--- src/rtl/serv_rf_ram_bridge.sv ---
// Bridges the bit-serial two-read / two-write register file ports of a SERV
// core onto a width-bit synchronous RAM with one read and one write port.
module serv_rf_ram_bridge #(
   parameter int width    = 8,
   parameter int csr_regs = 4,
   localparam int rw = (csr_regs != 0) ? 6 : 5,
   localparam int aw = rw + 5 - $clog2(width)
) (
   input  logic             i_clk,
   input  logic             i_rst,
   input  logic             i_rreq,
   input  logic             i_wreq,
   output logic             o_ready,
   input  logic [rw-1:0]    i_rreg0,
   input  logic [rw-1:0]    i_rreg1,
   output logic             o_rdata0,
   output logic             o_rdata1,
   input  logic [rw-1:0]    i_wreg0,
   input  logic [rw-1:0]    i_wreg1,
   input  logic             i_wen0,
   input  logic             i_wen1,
   input  logic             i_wdata0,
   input  logic             i_wdata1,
   output logic [aw-1:0]    o_waddr,
   output logic [width-1:0] o_wdata,
   output logic             o_wen,
   output logic [aw-1:0]    o_raddr,
   output logic             o_ren,
   input  logic [width-1:0] i_rdata
);

   localparam int l2w = $clog2(width);
   localparam logic [l2w-1:0] ph_0    = '0;
   localparam logic [l2w-1:0] ph_1    = l2w'(1);
   localparam logic [l2w-1:0] ph_2    = l2w'(2);
   localparam logic [l2w-1:0] ph_last = '1;

   typedef enum logic [1:0] {
      SLOT_IDLE,
      SLOT_P0,
      SLOT_P1
   } wslot_t;

   // read side state
   logic [5:0]       rcnt_q, rcnt_d;
   logic             ract_q, ract_d;
   logic [width-1:0] rstage_q, rstage_d;
   logic [width-1:0] rsh0_q, rsh0_d;
   logic [width-1:0] rsh1_q, rsh1_d;

   // write side state
   logic [5:0]       wcnt_q, wcnt_d;
   logic             wact_q, wact_d;
   logic [width-2:0] wsh0_q, wsh0_d;
   logic [width-2:0] wsh1_q, wsh1_d;
   logic [width-1:0] wstg0_q, wstg0_d;
   logic [width-1:0] wstg1_q, wstg1_d;
   logic             wstg_en0_q, wstg_en0_d;
   logic             wstg_en1_q, wstg_en1_d;
   wslot_t           wslot_q, wslot_d;

   logic [l2w-1:0]   rphase;
   logic [l2w-1:0]   wphase;
   logic             rsel;
   logic             wbit;
   logic             wxfer;
   logic [rw-1:0]    rreg_sel;
   logic [rw-1:0]    wreg_sel;

   assign rphase   = rcnt_q[l2w-1:0];
   assign wphase   = wcnt_q[l2w-1:0];
   assign rsel     = (rphase == ph_1);
   assign wbit     = wact_q && (wcnt_q < 6'd32);
   assign wxfer    = wbit && (wphase == ph_last);
   assign rreg_sel = rsel ? i_rreg1 : i_rreg0;
   assign wreg_sel = (wslot_q == SLOT_P1) ? i_wreg1 : i_wreg0;

   // Read sequencer: two RAM reads per word, port 0 parked in staging until
   // port 1 returns so both operands start shifting out together.
   always_comb begin
      rcnt_d   = rcnt_q;
      ract_d   = ract_q;
      rstage_d = rstage_q;
      rsh0_d   = rsh0_q >> 1;
      rsh1_d   = rsh1_q >> 1;
      if (i_rreq) begin
         rcnt_d = '0;
         ract_d = 1'b1;
      end else if (ract_q) begin
         rcnt_d = rcnt_q + 6'd1;
         if (rcnt_q == 6'd34) ract_d = 1'b0;
      end
      if (ract_q && (rcnt_q < 6'd33) && (rphase == ph_1)) rstage_d = i_rdata;
      if (ract_q && (rcnt_q < 6'd34) && (rphase == ph_2)) begin
         rsh0_d = rstage_q;
         rsh1_d = i_rdata;
      end
   end

   assign o_ren    = ract_q && (rcnt_q < 6'd32) && ((rphase == ph_0) || (rphase == ph_1));
   assign o_ready  = ract_q && (rcnt_q == 6'd2);
   assign o_rdata0 = rsh0_q[0];
   assign o_rdata1 = rsh1_q[0];

   // Write sequencer: the word is completed by the bit arriving in the
   // transfer cycle, so only width-1 history bits are kept in the shifters.
   always_comb begin
      wcnt_d     = wcnt_q;
      wact_d     = wact_q;
      wsh0_d     = wsh0_q;
      wsh1_d     = wsh1_q;
      wstg0_d    = wstg0_q;
      wstg1_d    = wstg1_q;
      wstg_en0_d = wstg_en0_q;
      wstg_en1_d = wstg_en1_q;
      case (wslot_q)
         SLOT_P0: wslot_d = SLOT_P1;
         default: wslot_d = SLOT_IDLE;
      endcase
      if (i_wreq && !wact_q) begin
         wcnt_d = '0;
         wact_d = 1'b1;
      end else if (wact_q) begin
         wcnt_d = wcnt_q + 6'd1;
         if (wcnt_q == 6'd33) wact_d = 1'b0;
      end
      if (wbit) begin
         if (width > 2) begin
            wsh0_d = {i_wdata0, wsh0_q[width-2:1]};
            wsh1_d = {i_wdata1, wsh1_q[width-2:1]};
         end
      end
      if (wxfer) begin
         wstg0_d    = {i_wdata0, wsh0_q};
         wstg1_d    = {i_wdata1, wsh1_q};
         wstg_en0_d = i_wen0;
         wstg_en1_d = i_wen1;
         wslot_d    = SLOT_P0;
      end
   end

   assign o_wen   = (wslot_q == SLOT_P0) ? wstg_en0_q :
                    (wslot_q == SLOT_P1) ? wstg_en1_q : 1'b0;
   assign o_wdata = (wslot_q == SLOT_P1) ? wstg1_q : wstg0_q;

   always_ff @(posedge i_clk or posedge i_rst) begin
      if (i_rst) begin
         rcnt_q     <= '0;
         ract_q     <= 1'b0;
         rstage_q   <= '0;
         rsh0_q     <= '0;
         rsh1_q     <= '0;
         wcnt_q     <= '0;
         wact_q     <= 1'b0;
         wsh0_q     <= '0;
         wsh1_q     <= '0;
         wstg0_q    <= '0;
         wstg1_q    <= '0;
         wstg_en0_q <= 1'b0;
         wstg_en1_q <= 1'b0;
         wslot_q    <= SLOT_IDLE;
      end else begin
         rcnt_q     <= rcnt_d;
         ract_q     <= ract_d;
         rstage_q   <= rstage_d;
         rsh0_q     <= rsh0_d;
         rsh1_q     <= rsh1_d;
         wcnt_q     <= wcnt_d;
         wact_q     <= wact_d;
         wsh0_q     <= wsh0_d;
         wsh1_q     <= wsh1_d;
         wstg0_q    <= wstg0_d;
         wstg1_q    <= wstg1_d;
         wstg_en0_q <= wstg_en0_d;
         wstg_en1_q <= wstg_en1_d;
         wslot_q    <= wslot_d;
      end
   end

   // A 32-bit RAM holds a whole register per word, so there is no word index.
   if (l2w < 5) begin : g_idx
      localparam int iw = 5 - l2w;
      logic [iw-1:0] widx_q, widx_d;

      always_comb begin
         widx_d = widx_q;
         if (wxfer) widx_d = wcnt_q[4:l2w];
      end

      always_ff @(posedge i_clk or posedge i_rst) begin
         if (i_rst) widx_q <= '0;
         else       widx_q <= widx_d;
      end

      assign o_raddr = {rreg_sel, rcnt_q[4:l2w]};
      assign o_waddr = {wreg_sel, widx_q};
   end else begin : g_noidx
      assign o_raddr = rreg_sel;
      assign o_waddr = wreg_sel;
   end

endmodule
--- config.mk ---
export PLATFORM = sky130hd
export DESIGN_NAME = serv_rf_ram_bridge
export DESIGN_NICKNAME = d
export VERILOG_FILES = /design/src/rtl/serv_rf_ram_bridge.sv
export SDC_FILE = /design/constraint.sdc
export NUM_CORES = 1
export LEC_CHECK = 0
export BUFFER_PORTS_ARGS = -buffer_cell sky130_fd_sc_hd__buf_2
export CORE_ASPECT_RATIO = 1.2
export CORE_MARGIN = 5
export CORE_UTILIZATION = 40
export CTS_CLUSTER_SIZE = 20
export DETAILED_ROUTE_END_ITERATION = 6
export PLACE_DENSITY_LB_ADDON = 0.2
export SKIP_CTS_REPAIR_TIMING = 1
export SLEW_MARGIN = 10
export SYNTH_ARGS = -nofsm -noshare
export SYNTH_HDL_FRONTEND = slang
export SYNTH_SLANG_ARGS = --single-unit
--- constraint.sdc ---
create_clock -name i_clk -period 3.56 [get_ports i_clk]
set_clock_uncertainty 0.05 [all_clocks]
set_input_delay 0.534 -clock i_clk [delete_from_list [all_inputs] [get_ports i_clk]]
set_output_delay 0.534 -clock i_clk [all_outputs]
set_load 0.005 [all_outputs]
# [Word level (Yosys, flattened, before mapping)]
# Index checks and enable logic that the tools add are counted.
[word_totals] ff_bits=74 latchBits=0 ramBits=0 mem_bits_ro=0 inputBits=40 output_inout_bits=29 elab_cells=63 n_memories=0
[classes] n_addsub=2 mul=0 n_div=0 magnitude_cmp=4 n_eq_ne=8 n_shift=0 n_mux=19 bitwise=0 n_reduce_logical=15
[op_table] cell="6-bit two-way mux" n=6
[op_table] cell="6-bit < comparator (second input constant)" n=4
[op_table] cell="8-bit two-way mux" n=3
[op_table] cell="6-bit by 1-bit adder with 6-bit output (second input constant)" n=2
[op_table] cell="6-bit equality test (second input constant)" n=2
[op_table] cell="1-bit logical AND" n=10
[op_table] cell="1-bit two-way mux" n=8
[op_table] cell="6-bit by 2-bit equality test with 1-bit output (second input constant)" n=1
[op_table] cell="2-bit two-way mux" n=2
[op_table] cell="2-bit nonzero test" n=2
[op_table] cell="3-bit by 1-bit equality test with 1-bit output (second input constant)" n=1
[op_table] cell="3-bit by 2-bit equality test with 1-bit output (second input constant)" n=1
[op_table] cell="3-bit equality test (second input constant)" n=1
[op_table] cell="3-bit zero test" n=1
[op_table] cell="2-bit by 1-bit equality test with 1-bit output (second input constant)" n=1
[op_table] cell="2-bit equality test (second input constant)" n=1
[op_table] cell="1-bit zero test" n=1
[op_table] cell="1-bit logical OR" n=1

# [Longest topological paths before layout]
# Gate-level depths: netlist of the first run.
[logic_depth] ltp_word=4 mapped_depth=5 depth_no_buf=5

# [Worst setup path after synthesis of the first run]
# Ideal clock, no wire load.
[synth_timing] kind="register to output" start="register rcnt_q[1]" end="output port o_raddr[2]" arrival_time_ns=1.409 t_required_ns=2.976 slack_ns=1.567 path_stages_with_launch=6 path_cell_list="dfrtp_1 -> inv_1 -> ha_1 -> inv_1 -> nor2_1 -> mux2_2"
[synth_via] elab_chain_len=2
[synth_rtl] element="start, declared" line="45" text="logic [5:0] rcnt_q, rcnt_d;"
[synth_rtl] element="start signal, assigned" line="163" text="rcnt_q <= rcnt_d;"
[synth_rtl] element="3-bit by 1-bit equality test with 1-bit output" line="72" text="assign rsel = (rphase == ph_1);"
[synth_rtl] element="6-bit two-way mux" line="75" text="assign rreg_sel = rsel ? i_rreg1 : i_rreg0;"
[synth_rtl] element="end, declared" line="27" text="output logic [aw-1:0] o_raddr,"
# No other way between the ends.

# [Worst setup path in the final report of the first run]
[layout_timing] start="register rcnt_q[1]" end="output port o_raddr[3]"
# Same word-level chain as after synthesis.

==> results.txt, run 1 <==
At the end of routability-driven placement, the weighted congestion stood at 0.752. The run finished with clean final reports. In this run, distinct cell masters in the synthesized netlist total 33.

The time the worst path needs with I/O delays and setup is 2.62 ns, and the required arrival time at the worst endpoint is 2.98 ns. The tools report the last element of the critical path as o_raddr[3]. After detailed routing, the average wire length per cell comes to 13.8 um.

The detailed router finished its first iteration with 64 violations. The worst register-to-register path has a setup slack of 1.36 ns. The total clock buffers created by CTS came out at 9. The H-tree depth reported by CTS came out at 3. The number of global-route vias before repair came out at 2122. The initial antenna violation count is 0. The half-perimeter wire length of the detailed placement result was 3.89 mm; the share of post-route cells with drive strength above 1 was 53.2%.

Die boundary height: 109 um. The maximum clock path buffer count was 2; the depth of the most critical reg-to-reg path was 4. The library cell used most frequently in the layout, excluding fill and tap cells, is mux2_2. The run gives 8060 um^2 as the placeable core region.

The number of inserted diodes is 0. Using the TritonRoute via totals, the vias-per-cell ratio works out to 4.97. The clock transition time at the flip-flop clock pins of the worst setup and hold paths was 0.07 ns. The pin count of the biggest net entering global routing was 75. Max-cap violations in this run came to 0. The type of element capturing the critical path is an output port. Startpoint type of the worst setup path: a flop. The number of buffer cells added on primary ports came out at 68.

The sequential cell area fraction in the yosys report is 56.4%. After synthesis the netlist holds a flip-flop and latch count of 74. The tools report the length of the first detailed-routing pass in iterations as 5.

The final hold violation count is 0, and the global-route usage over all layers is 11.7%. The relative slew slack was 36.5%; the total negative slack for setup checks was 0 ns. The floorplan has 36 rows. 69 I/O pins were placed. TritonCTS built the clock tree. Hold is met by 0.213 ns. The library cells used most frequently in the layout, excluding fill and tap cells, are mux2_2, dfrtp_1, buf_2. The tools report the number of endpoints failing setup at the final stage as 0.

After global routing the overflow that remains totals 0. The routed layout has 2013 vias. Dividing total power by cell area gives a power density of 677 nW/um^2.

The origin of the critical flop-to-flop path was wact_q. The cell area after synthesis is 3280 um^2, and the post-route clock period utilization is 73.7%. At the worst endpoint, the arrival time is 2.04 ns. The total of warnings raised by yosys came out at 0. In this run the worst hold path is classified as primary input to asynchronous set/reset pin. The cell count after synthesis came out at 236. The number of nets handed over by synthesis was 284. The logs give 0.267 mV for the worst voltage drop across the vdd grid and 1.88 nW for the cell leakage power.

Setup repair after global routing left no endpoint under its margin. The clock sink total is 74. The timing-limited maximum frequency was 381 MHz; the post-synthesis to final-layout area growth was 18.3%.

The most critical setup path has its startpoint at rcnt_q[1]. Once the floorplan was initialized, standard cells occupied 40.7% of the core. The pin slew with the least headroom to its limit came out at 0.951 ns.

In this run the mean area of a mapped cell was 13.9 um^2. The tools report the buffer cell driving the clock tree root as clkbuf_8. The clock insertion delay at the later pin of the skew report is 0.33 ns, and the peak fanout along the critical path is 6. Critical path class: flop to output port.

The routed design has 5.61 mm of wire. Once detail routing completed, the nets flagged for antenna violations numbered 0. The detailed-route DRC error count was 0; the die area was 10100 um^2. The final layout net count was 354; the final count of pins violating max slew was 0. The first global-routing pass estimated 9.50 mm of wire. Overall die width: 92.7 um. The capturing point of the worst reg2reg path was wstg_en1_q.
-- cells by family (layout without fill, tap and decap cells) --
group / after synthesis / in the layout / synth area share [%]
fa+ha+maj: 8 / 8 / 3.05
simple gates: 35 / 35 / 6.10
mux: 79 / 79 / 27.0
buf+inv: 21 / 95 / 2.82
xor+xnor: 5 / 5 / 1.33
compound gates: 14 / 14 / 3.28
flops: 74 / 74 / 56.4
-- critical path, stage by stage, from the launching register on --
cell and delay (ns):
dfrtp_1 0.45, inv_1 0.13, ha_1 0.17, inv_1 0.08, nor2_1 0.38, mux2_2 0.38
buf_2 0.13
-- cells in the mapped netlist, drive strengths merged --
cell | number | area (um^2)
a21o | 1 | 7.51
a211oi | 2 | 27.5
nand3b | 1 | 7.51
o31ai | 2 | 15.0
a21oi | 3 | 15.0
nor2b | 1 | 6.26
dfrtp | 74 | 1850
nor4bb | 1 | 10.0
or3b | 1 | 11.3
nand2 | 5 | 18.8
o21ai | 2 | 10.0
inv | 10 | 37.5
nor2 | 11 | 41.3
a211o | 1 | 8.76
mux2i | 3 | 30.0
ha | 8 | 100
mux2 | 76 | 856
nand3 | 2 | 10.0
xnor2 | 2 | 17.5
a22o | 2 | 17.5
buf | 7 | 40.0
nand4 | 3 | 18.8
clkbuf | 4 | 15.0
nor3 | 2 | 10.0
nand2b | 3 | 18.8
or3 | 1 | 6.26
and3b | 1 | 8.76
a31oi | 1 | 6.26
xor2 | 3 | 26.3
nand4b | 3 | 32.5
-- where the power goes --
group	switching, W	internal [W]
logic	0.000270	0.000471
clock network	0.000285	0.000265
registers	0.000191	0.00115
-- registers in the layout, indices dropped and copies added (netlist names) --
register / count
wsh0_q: 7
wstg1_q: 8
wstg0_q: 8
wsh1_q: 7
wslot_q: 2
g_idx.widx_q: 2
rsh0_q: 8
wact_q: 1
wstg_en1_q: 1
rcnt_q: 6
wstg_en0_q: 1
ract_q: 1
rsh1_q: 8
rstage_q: 8
wcnt_q: 6
-- final cells by class --
type / count / area [um^2]
flip-flops and latches: 74 / 1850
well taps: 95 / 119
clock buffers: 10 / 138
inverters: 10 / 37.5
fillers: 753 / 4180
multi-input cells: 141 / 1340
clock inverters: 5 / 31.3
repair buffers: 70 / 368
-- metal layers --
metal | part of all wire (%) | vias up | GRT usage, %
met5 | 0 | - | 0
met4 | 1.6 | 0 | 5.97
met3 | 5.2 | 7 | 2.42
li1 | - | 964 | -
met2 | 51 | 49 | 20.7
met1 | 43 | 993 | 13.5
-- worst min-delay path by stage --
stage | from | to | slack, ns
finish | i_rst | rcnt_q[1] | 0.21
floorplan | rsh0_q[2] | rsh0_q[1] | 0.40
detailed placement | rsh0_q[7] | rsh0_q[6] | 0.41
global route | i_rst | rcnt_q[1] | 0.26
CTS | i_rst | rcnt_q[1] | 0.23
global placement | rsh0_q[6] | rsh0_q[5] | 0.41
-- stage by stage --
stage | cell area (um^2) | power, W | util (%) | setup slack (ns) | cells
global route | 3880 | 0.00282 | 48.2 | 0.782 | 405
global placement | 3710 | 0.00209 | 46.1 | 1.31 | 390
detailed placement | 3710 | 0.00211 | 46.1 | 1.29 | 390
finish | 3880 | 0.00263 | 48.2 | 0.935 | 405
CTS | 3880 | 0.00268 | 48.2 | 0.906 | 405
floorplan | 3280 | 0.00188 | - | 1.09 | 236
No activity file was read; power rests on OpenSTA's default activity.
==> run 2: changes to the inputs <==
ABC_AREA = 1   (was not set)
clock period = 2.55 ns   (was 3.56 ns; I/O delays follow)
==> results.txt, run 2 <==
The flow ran to the end, and the final reports show no timing, DRC or antenna violations. Yosys attributes the largest share of cell area to dfrtp_1, nand2_1, o21ai_0. The detailed router finished its first iteration with 109 violations.

The number of inserted diodes is 0, and the post-route clock period utilization is 85.4%. The congestion estimate from routability-driven global placement came to 0.820. The routed layout has 2711 vias.

For this design the ratio of total power to cell area is 919 nW/um^2. The library cell used most frequently in the layout, excluding fill and tap cells, is nand2_1. After detailed routing, the average wire length per cell comes to 11.4 um. Final hold violation count: 0. The worst reg-to-reg setup slack is 0.78 ns. Layout filler cell count: 882. For the worst setup path, the data required time is 2.12 ns. The first global-routing pass estimated 11.8 mm of wire.

The via density per instance was 4.56; the length of the first detailed-routing pass in iterations was 5. Summing all placed instances gives a cell area of 3870 um^2. The H-tree was split into 3 levels.

Setup repair after global routing left no endpoint under its margin. The cell leakage power was 2.19 nW; the post-synthesis instance total was 408. For the pin with the worst max-slew slack, the measured transition is 0.663 ns.

The signal arrival time at the worst endpoint was 1.74 ns; the relative slew slack was 55.7%. When the netlist entered floorplanning its net count stood at 456. The die covers 10600 um^2.

The die is 112 um tall. Time the worst path needs with I/O delays and setup: 2.18 ns. The worst-case IR drop observed on VDD is 0.321 mV. After clock tree synthesis, the clock-pin slew on the worst setup and hold paths is 0.07 ns.

The cell type contributing the most total cell area after synthesis is dfrtp_1. The tools report the final count of pins violating max slew as 0. For this run, global-route usage on met2 was measured as 22.8%. The initial antenna violation count is 0. The top cell types in the final layout, fill and taps aside, are nand2_1, dfrtp_1, buf_2. The commonest cells after synthesis are nand2_1, dfrtp_1, inv_1.

At the later pin of the worst-skew pair, clock insertion delay measures 0.34 ns. The tools report the maximum clock path buffer count as 2. By instance count, the leading cell after synthesis is nand2_1.

The layer flagged by global routing as most heavily used is met2. After routing the design area is 4050 um^2. The total clock buffers created by CTS is 9, and the clock sink total is 74. For met3 alone, demand over resource in global routing was 2.70%. The detailed-route DRC error count is 0. The worst setup path is launched from a flop. The effective utilization at floorplan is 40.6%.

The core region is 8520 um^2. Timing would allow up to 459 MHz. Sequential cell area fraction in the yosys report: 53.5%.

The post-route netlist has 21.6% of its cells at a drive strength greater than 1. The count of cell types in the netlist is 26, and the fraction of met1 tracks used by global routing is 17.3%. The total overflow left after global routing is 0. Measured on the finished design, the core utilization comes to 47.6%. 69 I/O pins were placed. For this run, the leading register cell type out of synthesis is dfrtp_1. The number of endpoints failing setup at the final stage was 0; the mean area per synthesized cell was 8.48 um^2. The mapped netlist covers 3460 um^2. Entering global routing, the biggest net connects 36 pins.

The buffer cell driving the clock tree root is clkbuf_8. The total of warnings raised by yosys is 0. For the final wirelength, the log shows 6.79 mm. The synthesized design devotes to its leading area cell type 53.5% of total area. In this run, synthesis inferred 0 flip-flops with an integrated enable. The placement row count was 37.

The critical path in this run is classified as flop to output port. In the global route stage, overall resource usage came out at 13.8%. The class of the most critical hold timing path is primary input to asynchronous set/reset pin. The post-synthesis to final-layout area growth came out at 17.1%.

The synthesized design contains 74 register bits. The type of element capturing the critical path was an output port. The total negative slack for setup checks came out at 0 ns. Once detail routing completed, the nets flagged for antenna violations numbered 0. Of all nets on the critical path, the largest fanout is 8. Counting flops with an async set or reset pin after synthesis yields a share of 100%. The number of global-route vias before repair came out at 2662.

Buffers placed on the I/O ports in this run total 68. TritonCTS built the clock tree. In the final design database the tool counted 521 nets.

For the half-perimeter wire length of the detailed placement result, the log shows 4.93 mm. Across the run, the number of max-cap violations was 0. The overall die width is 94.9 um.
run 2: final timing paths:
check,start,to,cells after the start
worst max-delay path,rcnt_q[1],o_raddr[5],8
worst max register to register,wcnt_q[0],wstg1_q[0],6
min in group i_clk,i_wen0,wstg_en0_q,3
max in group asynchronous,i_rst,wstg1_q[6],3
worst min register to register,rsh1_q[2],rsh1_q[1],2
worst min-delay path,i_rst,rsh1_q[7],2
run 2: stage by stage:
step	setup slack, ns	power, W	instances	hold WS (ns)
detailed placement	0.734	0.00289	579	0.380
global placement	0.805	0.00286	579	0.378
floorplan	0.236	0.00254	408	0.368
finish	0.373	0.00372	594	0.0797
CTS	0.350	0.00378	594	0.104
global route	0.203	0.00406	594	0.139
run 2: critical path: stages, from the launching register on:
cell     delay (ns)
dfrtp_1        0.45
inv_1          0.15
ha_1           0.18
inv_1          0.06
nor2_4         0.17
inv_1          0.14
nand2_1        0.09
nand2_1        0.05
buf_2          0.12
run 2: routing by layer:
layer	routed length (um)	up-vias
met4	116	0
met5	0	-
met2	3260	65
met3	392	11
met1	3030	1220
li1	-	1415
run 2: where the power goes:
part / leakage, nW / internal, W / switching [W]
registers: 0.940 / 0.00156 / 0.000207
clock network: 0.0962 / 0.000471 / 0.000411
logic: 1.16 / 0.000431 / 0.000644
total: 2.19 / 0.00246 / 0.00126
run 2: cell families after synthesis:
kind of cell / synth area share (%)
AO/OA/AOI/OAI: 8.79
adder cells (fa/ha/maj): 2.89
flip-flops: 53.5
AND/OR/NAND/NOR: 25.7
buffers and inverters: 9.11
run 2: final cells by class:
class	instances	area, um^2	area share, %
multi-input cells	264	1290	31.9
clock inverters	3	40.0	0.988
clock buffers	12	145	3.58
inverters	53	199	4.91
repair buffers	71	375	9.26
well taps	117	146	3.61
flip-flops and latches	74	1850	45.7
